<file path="src/rtl/ram_bank_fifo_ctrl_pkg.sv">
// Shared defaults and sizing helpers for the ram_bank FIFO controller.
package ram_bank_pkg;

  localparam int unsigned ADDR_BIT   = 3;
  localparam int unsigned DATA_BIT   = 16;
  localparam int unsigned MEM_HEIGHT = 8;
  localparam int unsigned OBUF_DEPTH = 2;

  // The count covers bank, the in-flight read and the output buffer.
  function automatic int unsigned count_width(input int unsigned addr_bit);
    return addr_bit + 2;
  endfunction

endpackage

</file>
<file path="src/rtl/ram_bank_fifo_ctrl_if.sv">
// Push/pop streams, status and ram_bank port bundle for ram_bank_fifo_ctrl.
interface ram_bank_fifo_ctrl_if #(
  parameter int unsigned ADDR_BIT = ram_bank_pkg::ADDR_BIT,
  parameter int unsigned DATA_BIT = ram_bank_pkg::DATA_BIT
);

  logic                wr_valid;
  logic                wr_ready;
  logic [DATA_BIT-1:0] wr_data;
  logic                rd_valid;
  logic                rd_ready;
  logic [DATA_BIT-1:0] rd_data;
  logic [ADDR_BIT+1:0] count;
  logic                empty;
  logic                full;
  logic                mem_en;
  logic                mem_we;
  logic                mem_re;
  logic [ADDR_BIT-1:0] mem_addr_w;
  logic [DATA_BIT-1:0] mem_d_w;
  logic [ADDR_BIT-1:0] mem_addr_r;
  logic [DATA_BIT-1:0] mem_d_r;

  // Controller side.
  modport master (
    input  wr_valid, wr_data, rd_ready, mem_d_r,
    output wr_ready, rd_valid, rd_data, count, empty, full,
           mem_en, mem_we, mem_re, mem_addr_w, mem_d_w, mem_addr_r
  );

  // Producer/consumer/bank side.
  modport slave (
    output wr_valid, wr_data, rd_ready, mem_d_r,
    input  wr_ready, rd_valid, rd_data, count, empty, full,
           mem_en, mem_we, mem_re, mem_addr_w, mem_d_w, mem_addr_r
  );

endinterface

</file>
<file path="src/rtl/ram_bank_fifo_ctrl_rd_skid.sv">
// Two-entry output buffer that absorbs the bank's one-cycle read latency.
module ram_rd_skid #(
  parameter int unsigned DATA_BIT = ram_bank_pkg::DATA_BIT
) (
  input  logic                clk,
  input  logic                rst_n,
  input  logic                land_i,
  input  logic [DATA_BIT-1:0] land_data_i,
  input  logic                pop_i,
  output logic [1:0]          ocnt_o,
  output logic                valid_o,
  output logic [DATA_BIT-1:0] data_o
);

  import ram_bank_pkg::*;

  logic [OBUF_DEPTH-1:0][DATA_BIT-1:0] buf_q;
  logic [0:0] head_q, head_d;
  logic [0:0] tail;
  logic [1:0] ocnt_q, ocnt_d;
  logic       pop;

  assign pop = pop_i & (ocnt_q != 2'd0);
  // With both slots full, tail aliases head: a landing word then reuses the slot being popped.
  assign tail = head_q ^ ocnt_q[0];

  always_comb begin
    ocnt_d = ocnt_q + 2'(land_i) - 2'(pop);
    head_d = head_q ^ 1'(pop);
  end

  always_ff @(posedge clk or negedge rst_n) begin
    if (!rst_n) begin
      buf_q  <= '0;
      head_q <= '0;
      ocnt_q <= '0;
    end else begin
      if (land_i) buf_q[tail] <= land_data_i;
      head_q <= head_d;
      ocnt_q <= ocnt_d;
    end
  end

  assign ocnt_o  = ocnt_q;
  assign valid_o = ocnt_q != 2'd0;
  assign data_o  = buf_q[head_q];

endmodule

</file>
<file path="src/rtl/ram_bank_fifo_ctrl.sv">
// Presents an external ram_bank as a circular FIFO with valid/ready push and pop streams.
module ram_bank_fifo_ctrl #(
  parameter int unsigned ADDR_BIT   = ram_bank_pkg::ADDR_BIT,
  parameter int unsigned DATA_BIT   = ram_bank_pkg::DATA_BIT,
  parameter int unsigned MEM_HEIGHT = ram_bank_pkg::MEM_HEIGHT
) (
  input  logic                 clk,
  input  logic                 rst_n,
  ram_bank_fifo_ctrl_if.master bus
);

  import ram_bank_pkg::*;

  localparam int unsigned PW = ADDR_BIT + 1;
  localparam int unsigned CW = count_width(ADDR_BIT);

  logic [PW-1:0] wr_ptr_q, wr_ptr_d;
  logic [PW-1:0] rd_ptr_q, rd_ptr_d;
  logic [PW-1:0] mem_cnt;
  logic          pend_q;
  logic          run_q;
  logic          push, pop, fetch;
  logic [2:0]    occ_next;
  logic [1:0]    ocnt;
  logic          obuf_valid;
  logic [CW-1:0] count;

  assign mem_cnt = wr_ptr_q - rd_ptr_q;
  assign bus.full     = mem_cnt == PW'(MEM_HEIGHT);
  assign bus.wr_ready = run_q & ~bus.full;

  assign push = bus.wr_valid & bus.wr_ready;
  assign pop  = obuf_valid & bus.rd_ready;

  // Only fetch when the buffer is guaranteed a free slot by the time the word lands.
  assign occ_next = {1'b0, ocnt} + {2'b00, pend_q} - {2'b00, pop};
  assign fetch    = (mem_cnt != '0) && (occ_next < 3'(OBUF_DEPTH));

  always_comb begin
    wr_ptr_d = wr_ptr_q + PW'(push);
    rd_ptr_d = rd_ptr_q + PW'(fetch);
  end

  always_ff @(posedge clk or negedge rst_n) begin
    if (!rst_n) begin
      wr_ptr_q <= '0;
      rd_ptr_q <= '0;
      pend_q   <= 1'b0;
      run_q    <= 1'b0;
    end else begin
      wr_ptr_q <= wr_ptr_d;
      rd_ptr_q <= rd_ptr_d;
      pend_q   <= fetch;
      run_q    <= 1'b1;
    end
  end

  ram_rd_skid #(
    .DATA_BIT (DATA_BIT)
  ) u_rd_skid (
    .clk         (clk),
    .rst_n       (rst_n),
    .land_i      (pend_q),
    .land_data_i (bus.mem_d_r),
    .pop_i       (pop),
    .ocnt_o      (ocnt),
    .valid_o     (obuf_valid),
    .data_o      (bus.rd_data)
  );

  assign count     = CW'(mem_cnt) + CW'(pend_q) + CW'(ocnt);
  assign bus.count = count;
  assign bus.empty = count == '0;

  assign bus.rd_valid   = obuf_valid;
  assign bus.mem_en     = run_q;
  assign bus.mem_we     = push;
  assign bus.mem_addr_w = wr_ptr_q[ADDR_BIT-1:0];
  assign bus.mem_d_w    = bus.wr_data;
  assign bus.mem_re     = fetch;
  assign bus.mem_addr_r = rd_ptr_q[ADDR_BIT-1:0];

endmodule

</file>
<file path="src/flat_wrapper.sv">
// flat-port wrapper written by rule: the top's interface ports become plain ports
module ram_bank_fifo_ctrl_flat import ram_bank_pkg::*;
#(
  parameter int unsigned ADDR_BIT   = ram_bank_pkg::ADDR_BIT,
  parameter int unsigned DATA_BIT   = ram_bank_pkg::DATA_BIT,
  parameter int unsigned MEM_HEIGHT = ram_bank_pkg::MEM_HEIGHT
)
  (clk, rst_n, bus_wr_valid, bus_wr_data, bus_rd_ready, bus_mem_d_r, bus_wr_ready, bus_rd_valid, bus_rd_data, bus_count, bus_empty, bus_full, bus_mem_en, bus_mem_we, bus_mem_re, bus_mem_addr_w, bus_mem_d_w, bus_mem_addr_r);
  ram_bank_fifo_ctrl_if #(.ADDR_BIT(ADDR_BIT), .DATA_BIT(DATA_BIT)) bus_i ();
  input  logic clk;
  input  logic rst_n;
  input wire logic [$bits(bus_i.wr_valid)-1:0] bus_wr_valid;
  input wire logic [$bits(bus_i.wr_data)-1:0] bus_wr_data;
  input wire logic [$bits(bus_i.rd_ready)-1:0] bus_rd_ready;
  input wire logic [$bits(bus_i.mem_d_r)-1:0] bus_mem_d_r;
  output wire logic [$bits(bus_i.wr_ready)-1:0] bus_wr_ready;
  output wire logic [$bits(bus_i.rd_valid)-1:0] bus_rd_valid;
  output wire logic [$bits(bus_i.rd_data)-1:0] bus_rd_data;
  output wire logic [$bits(bus_i.count)-1:0] bus_count;
  output wire logic [$bits(bus_i.empty)-1:0] bus_empty;
  output wire logic [$bits(bus_i.full)-1:0] bus_full;
  output wire logic [$bits(bus_i.mem_en)-1:0] bus_mem_en;
  output wire logic [$bits(bus_i.mem_we)-1:0] bus_mem_we;
  output wire logic [$bits(bus_i.mem_re)-1:0] bus_mem_re;
  output wire logic [$bits(bus_i.mem_addr_w)-1:0] bus_mem_addr_w;
  output wire logic [$bits(bus_i.mem_d_w)-1:0] bus_mem_d_w;
  output wire logic [$bits(bus_i.mem_addr_r)-1:0] bus_mem_addr_r;
  assign bus_i.wr_valid = bus_wr_valid;
  assign bus_i.wr_data = bus_wr_data;
  assign bus_i.rd_ready = bus_rd_ready;
  assign bus_i.mem_d_r = bus_mem_d_r;
  assign bus_wr_ready = bus_i.wr_ready;
  assign bus_rd_valid = bus_i.rd_valid;
  assign bus_rd_data = bus_i.rd_data;
  assign bus_count = bus_i.count;
  assign bus_empty = bus_i.empty;
  assign bus_full = bus_i.full;
  assign bus_mem_en = bus_i.mem_en;
  assign bus_mem_we = bus_i.mem_we;
  assign bus_mem_re = bus_i.mem_re;
  assign bus_mem_addr_w = bus_i.mem_addr_w;
  assign bus_mem_d_w = bus_i.mem_d_w;
  assign bus_mem_addr_r = bus_i.mem_addr_r;
  ram_bank_fifo_ctrl #(.ADDR_BIT(ADDR_BIT), .DATA_BIT(DATA_BIT), .MEM_HEIGHT(MEM_HEIGHT)) u_core (.clk(clk), .rst_n(rst_n), .bus(bus_i));
endmodule
</file>
<file path="config.mk">
export PLATFORM = sky130hd
export DESIGN_NAME = ram_bank_fifo_ctrl_flat
export DESIGN_NICKNAME = d
export VERILOG_FILES = /design/src/rtl/ram_bank_fifo_ctrl_pkg.sv /design/src/rtl/ram_bank_fifo_ctrl_if.sv /design/src/rtl/ram_bank_fifo_ctrl_rd_skid.sv /design/src/rtl/ram_bank_fifo_ctrl.sv /design/src/flat_wrapper.sv
export SDC_FILE = /design/constraint.sdc
export NUM_CORES = 1
export LEC_CHECK = 0
export CORE_ASPECT_RATIO = 0.9
export CORE_UTILIZATION = 45
export CTS_BUF_LIST = sky130_fd_sc_hd__clkbuf_8 sky130_fd_sc_hd__clkbuf_16
export DETAILED_ROUTE_END_ITERATION = 10
export GPL_TIMING_DRIVEN = 0
export PLACE_DENSITY = 0.84
export SKIP_CTS_REPAIR_TIMING = 1
export SYNTH_ARGS = -nofsm -noshare
export SYNTH_HDL_FRONTEND = slang
export SYNTH_SLANG_ARGS = --single-unit
export TNS_END_PERCENT = 1
</file>
<file path="constraint.sdc">
create_clock -name clk -period 3.1 [get_ports clk]
set_input_delay 0.62 -clock clk [delete_from_list [all_inputs] [get_ports clk]]
set_output_delay 0.62 -clock clk [all_outputs]
set_load 0.005 [all_outputs]
</file>
==> results.toml, run 1 <==
[sta]
slew_headroom_pct = 66.9
fmax_ghz = 0.300
fin_crit_ns = 3.34
period_share_pct = 108
drv_slew = 0
setup_violations = 3
rsz0062_at_grt = "true"
finClkSkew_ns = 0.00801
hold_viol = 0
worst_pin_slew_ns = 0.493
final.setup.tns_ns = -0.399
timing.final.ws_setup_ns = -0.237

[clock_tree]
clk_latency_ns = 0.29
cts_tree = "built"
root_buffer = "clkbuf_8"
path_clk_slew_ns = 0.09
cts-htree-levels = 2
cts_made_buffers = 5
cts_buffer_depth = 2
cts_sinks = 45

[layout]
drive_gt1_share_pct = 38.9
nNetsFinal = 311
n_antenna_cell = 0
area_growth_pct = 41.2
fin_util_pct = 67.9

[die]
rows = 24
die-area_um2 = 5620
coreArea_um2 = 4980
initial_core_util_pct = 48.1
io_pins = 86
die_w_um = 78.9
die_h_um = 71.2

[place]
hpwl_um = 3280
place_congestion = 0.730
io_buffer_count = 69

[setup_path]
path_cells = "or2_2 > and2_4 > ha_1 > inv_1 > ha_1 > inv_1 > fa_1 > inv_2 > a211oi_4 > clkbuf_2"
cp_slowest_cell = "fa_1"
critPathKind = "reg2out"
critPathRequiredTime_ns = 2.48
cp_num_buf_inv = 4
end_kind = "primary output"
start_kind = "register"
path_delay_family = "adder cells"
path_max_fanout = 4
worstPathArrival_ns = 2.72
cpPeakStageDelay_ns = 0.50

[yosys]
synth_area_um2 = 2400
syn_nets = 230
synth_edf_count = 0
ys_seq_area_share_pct = 47.0
async_flop_share_pct = 100
syn_inst = 180
synth_top_area_cell = "dfrtp_1"
yosys_warnings = 0
synth_top_area_share_pct = 47.0
synth_area_leaders = "dfrtp_1 (47%), mux2_2 (18%), buf_4 (6.9%)"
synth_cell_types = 25
ys_seq_elements = 45
syn_avg_cell_area_um2 = 13.3
ys_dominant_reg_cell = "dfrtp_1"

[pwr]
p_leak_nw = 1.59
ir_drop_v = 0.00121
power_density_nw_per_um2 = 1280

[drt]
drtIter0Drc = 68
drc = 0
firstDrtPassIters = 4
drtAntennaViolNets = 0
dr_total_vias = 1572
routed_wl_um = 4570
vias_per_cell = 4.81
wl_per_cell_um = 14.0

[grt]
track_usage_pct = 16.8
antenna_found_initial = 0
grt-ovfl-total = 0
grt_pass1_vias = 1602
grt_max_degree = 29
grt_pass1_wl_um = 7180

[job]
cap_violations = 0

[status]
violations = "setup timing"
status = "finished, violations left"

[worst_hold_path]
hold_class = "in2async"
metrics by stage:
step	worst slack (ns)	instances	total power, mW	hold WS [ns]	area [um^2]
after floorplan	0.201	180	2.55	0.324	2400
after global placement	-0.826	314	3.63	0.481	3170
after detailed placement	-0.872	315	3.71	0.485	3180
after CTS	-0.972	323	4.17	0.257	3290
after global routing	-0.356	327	4.66	0.263	3380
final	-0.237	327	4.32	0.248	3380
where the power goes:
group | internal (mW) | switching, mW
Combinational | 1.69 | 1.11
Sequential | 0.899 | 0.188
Clock | 0.239 | 0.197
synth_stat cells (2+ instances only):
cell type and number:
a21oi_1 4, and2_1 4, buf_2 2, buf_4 22, buf_6 3, dfrtp_1 45, fa_1 4, ha_1 10
inv_1 10, mux2_2 38, mux2_4 10, nand2_1 3, nand3_1 2, nor2_1 3, xnor2_1 4, xor2_1 7
per-layer routing:
metal | vias up | global-route usage [%] | wire length, um
li1 | 736 | - | -
met1 | 773 | 21.7 | 1870
met2 | 59 | 27.7 | 2370
met3 | 4 | 3.57 | 272
met4 | 0 | 6.87 | 61
met5 | - | 0 | 0
cell usage in the layout, fill, tap and decap left out, types with 2 or more instances in the layout:
| cell type | netlist | layout |
|---|---|---|
| clkdlybuf4s50_1 | 0 | 61 |
| dfrtp_1 | 45 | 43 |
| mux2_2 | 38 | 38 |
| buf_4 | 22 | 26 |
| inv_1 | 10 | 10 |
| mux2_4 | 10 | 10 |
| ha_1 | 10 | 10 |
| xor2_1 | 7 | 6 |
| dlymetal6s2s_1 | 0 | 6 |
| clkbuf_8 | 0 | 5 |
| xnor2_1 | 4 | 4 |
| nand2_1 | 3 | 3 |
| and2_1 | 4 | 3 |
| nor2_1 | 3 | 3 |
| buf_6 | 3 | 3 |
| buf_2 | 2 | 3 |
| xor2_2 | 1 | 2 |
| a21oi_1 | 4 | 2 |
| a21oi_2 | 0 | 2 |
| nand3_1 | 2 | 2 |
| fa_1 | 4 | 2 |
| fa_2 | 0 | 2 |
| dfrtp_2 | 0 | 2 |
registers in the layout, indices dropped and copies added (netlist names):
| name | flops |
|---|---|
| u_core.u_rd_skid.ocnt_o | 2 |
| u_core.bus.mem_en | 1 |
| u_core.pend_q | 1 |
| u_core.wr_ptr_q | 4 |
| u_core.u_rd_skid.buf_q | 32 |
| u_core.rd_ptr_q | 4 |
| u_core.u_rd_skid.head_q | 1 |
layout make-up:
type,count,area [um^2]
fill,377,1600
sequential,45,1130
multi-input combinational,98,1070
timing repair buffer,74,746
buffer,27,209
tap,65,81.3
clock buffer,5,68.8
clock inverter,3,42.5
inverter,10,37.5
logic make-up after synthesis:
family,after synthesis,synth area share [%]
and+or+nand+nor,17,3.71
muxes,48,24.1
other,1,0.157
AOI/OAI and AO/OA,6,1.46
DFF,45,47.0
buffers and inverters,37,10.3
xor gates and xnor gates,12,4.70
adders and majority gates,14,8.56
final timing paths:
path | start | to | cells past startpoint | slack, ns
hold reg to reg | u_core.rd_ptr_q[3] | u_core.rd_ptr_q[3] | 1 | 0.49
hold / removal | rst_n | u_core.u_rd_skid.buf_q[0] | 1 | 0.25
min in group clk | u_core.rd_ptr_q[3] | u_core.rd_ptr_q[3] | 1 | 0.49
setup / recovery | u_core.u_rd_skid.ocnt_o[1] | bus_mem_re | 10 | -0.24
max in group asynchronous | rst_n | u_core.u_rd_skid.ocnt_o[1] | 2 | 2.34
setup reg to reg | u_core.u_rd_skid.ocnt_o[1] | u_core.rd_ptr_q[2] | 12 | 0.24
No activity file was read; power rests on OpenSTA's default activity.
==> run 2, diff against run 1 <==
CORE_UTILIZATION = 48   (was 45)
PLACE_DENSITY = 0.89   (was 0.84)
clock period = 4.2 ns   (was 3.1 ns; I/O delays follow)
==> run 2 against run 1 <==
Sequential share of layout area rose by 0.62 points. Clock power fell by 23%. The run now ends clean. Register-to-register slack improved by 1.0 ns. Cell count fell by 1.2%. Via count fell by 3.4%.
==> results.toml, run 2 (synthesis gave the netlist of run 1 again) <==
[pwr]
p_leak_nw = 1.51
ir_drop_v = 0.000596
power_density_nw_per_um2 = 935

[setup_path]
worstPathArrival_ns = 2.93
end_kind = "primary output"
start_kind = "input pin"
critPathRequiredTime_ns = 3.36
critPathKind = "in2out"
critPathMostFrequentCell = "inv_1"
path_max_fanout = 3
cp_slowest_cell = "fa_1"
cpPeakStageDelay_ns = 0.47
path_cells = "clkdlybuf4s50_1 > and2_1 > ha_1 > inv_1 > ha_1 > inv_1 > fa_1 > inv_1 > a211oi_4 > dlymetal6s2s_1"
rr_worst_depth = 12

[place]
dp_cells = 315
hpwl_um = 3390
dp_slack_ns = -0.195
io_buffer_count = 69
place_congestion = 0.776

[clock_tree]
cts_tree = "built"
cts_buffer_depth = 2
clk_latency_ns = 0.29
path_clk_slew_ns = 0.08
cts_made_buffers = 5
cts-htree-levels = 2
cts_sinks = 45
root_buffer = "clkbuf_8"

[sta]
fin_crit_ns = 3.77
timing.hold.ws_ns = 0.468
timing.final.ws_setup_ns = 0.431
hold_viol = 0
slew_headroom_pct = 57.4
drv_slew = 0
rsz0062_at_grt = "false"
finClkSkew_ns = 0.00329
setup_violations = 0
period_share_pct = 89.7
final.setup.tns_ns = 0
worst_pin_slew_ns = 0.634
fmax_ghz = 0.265

[layout]
regMostFlops = "u_core.u_rd_skid.buf_q"
area_growth_pct = 38.3
largest_reg_flops = 32
n_antenna_cell = 0
nNetsFinal = 307
layout.cells.most_common = "clkdlybuf4s50_1"
fin_util_pct = 68.6
final_cell_mix = "clkdlybuf4s50_1 (67), dfrtp_1 (45), mux2_2 (38)"
final_cells = 323
drive_gt1_share_pct = 33.7
largest_registers = "u_core.u_rd_skid.buf_q x32, u_core.rd_ptr_q x4, u_core.wr_ptr_q x4"

[drt]
drtIter0Drc = 72
routed_wl_um = 4410
wl_per_cell_um = 13.7
drtAntennaViolNets = 0
firstDrtPassIters = 5
drc = 0
dr_total_vias = 1519
vias_per_cell = 4.70

[grt]
antenna_found_initial = 0
grt_pass1_vias = 1611
grt_pass1_wl_um = 7690
track_usage_pct = 18.8
grt_max_degree = 30
grt-ovfl-total = 0

[status]
status = "finished clean"

[die]
rows = 24
die_h_um = 69.0
initial_core_util_pct = 49.6
coreArea_um2 = 4830
die_w_um = 76.5
io_pins = 86
die-area_um2 = 5280

[job]
cap_violations = 0

[worst_hold_path]
hold_class = "in2async"
run 2: cell count changes in the layout (fill, tap and decap cells not counted), moves of 2 or more:
cell             change
fa_2                 -2
dfrtp_1              +2
a21oi_1              +2
fa_1                 +2
clkdlybuf4s50_1      +6
dfrtp_2              -2
buf_4                -4
a21oi_2              -2
dlymetal6s2s_1       -5
run 2: per-layer routing:
metal  part of all wire [%]  track usage [%]  up-vias
li1                       -                -      733
met1                     46             24.8      727
met2                     48             31.3       54
met3                    5.6             4.77        5
met4                   0.79             3.85        0
met5                      0                0        -
run 2: path summary, 6_finish.rpt:
kind	slack, ns	start	end
max	0.43	bus_rd_ready	bus_mem_re
min	0.47	rst_n	u_core.u_rd_skid.buf_q[25]
max reg2reg	1.27	u_core.u_rd_skid.ocnt_o[1]	u_core.rd_ptr_q[2]
min reg2reg	0.50	u_core.rd_ptr_q[3]	u_core.rd_ptr_q[3]
max in group asynchronous	3.25	rst_n	u_core.wr_ptr_q[3]
min in group clk	0.50	u_core.rd_ptr_q[3]	u_core.rd_ptr_q[3]
run 2: layout make-up:
class	count	area, um^2
timing repair buffer	70	708
multi-input combinational	98	1040
sequential	45	1130
clock inverter	2	33.8
tap	65	81.3
clock buffer	6	82.6
fill	364	1520
buffer	27	209
inverter	10	37.5
run 2: worst max-delay path, delay by kind of cell:
family          cells  cell delay (ns)
compound gates      1             0.27
fa+ha+maj           3             0.85
buf+inv             5             0.80
simple gates        1             0.17
run 2: metrics by stage:
step / instance area (um^2) / total power, mW
finish: 3310 / 3.10
global route: 3310 / 3.36
CTS: 3300 / 3.10
detailed placement: 3180 / 2.75
global placement: 3170 / 2.68
floorplan: 2400 / 1.88
run 2: power by group:
group	switching [mW]	internal, mW
Combinational	0.742	1.21
Sequential	0.151	0.662
Clock	0.143	0.192
Total	1.04	2.06
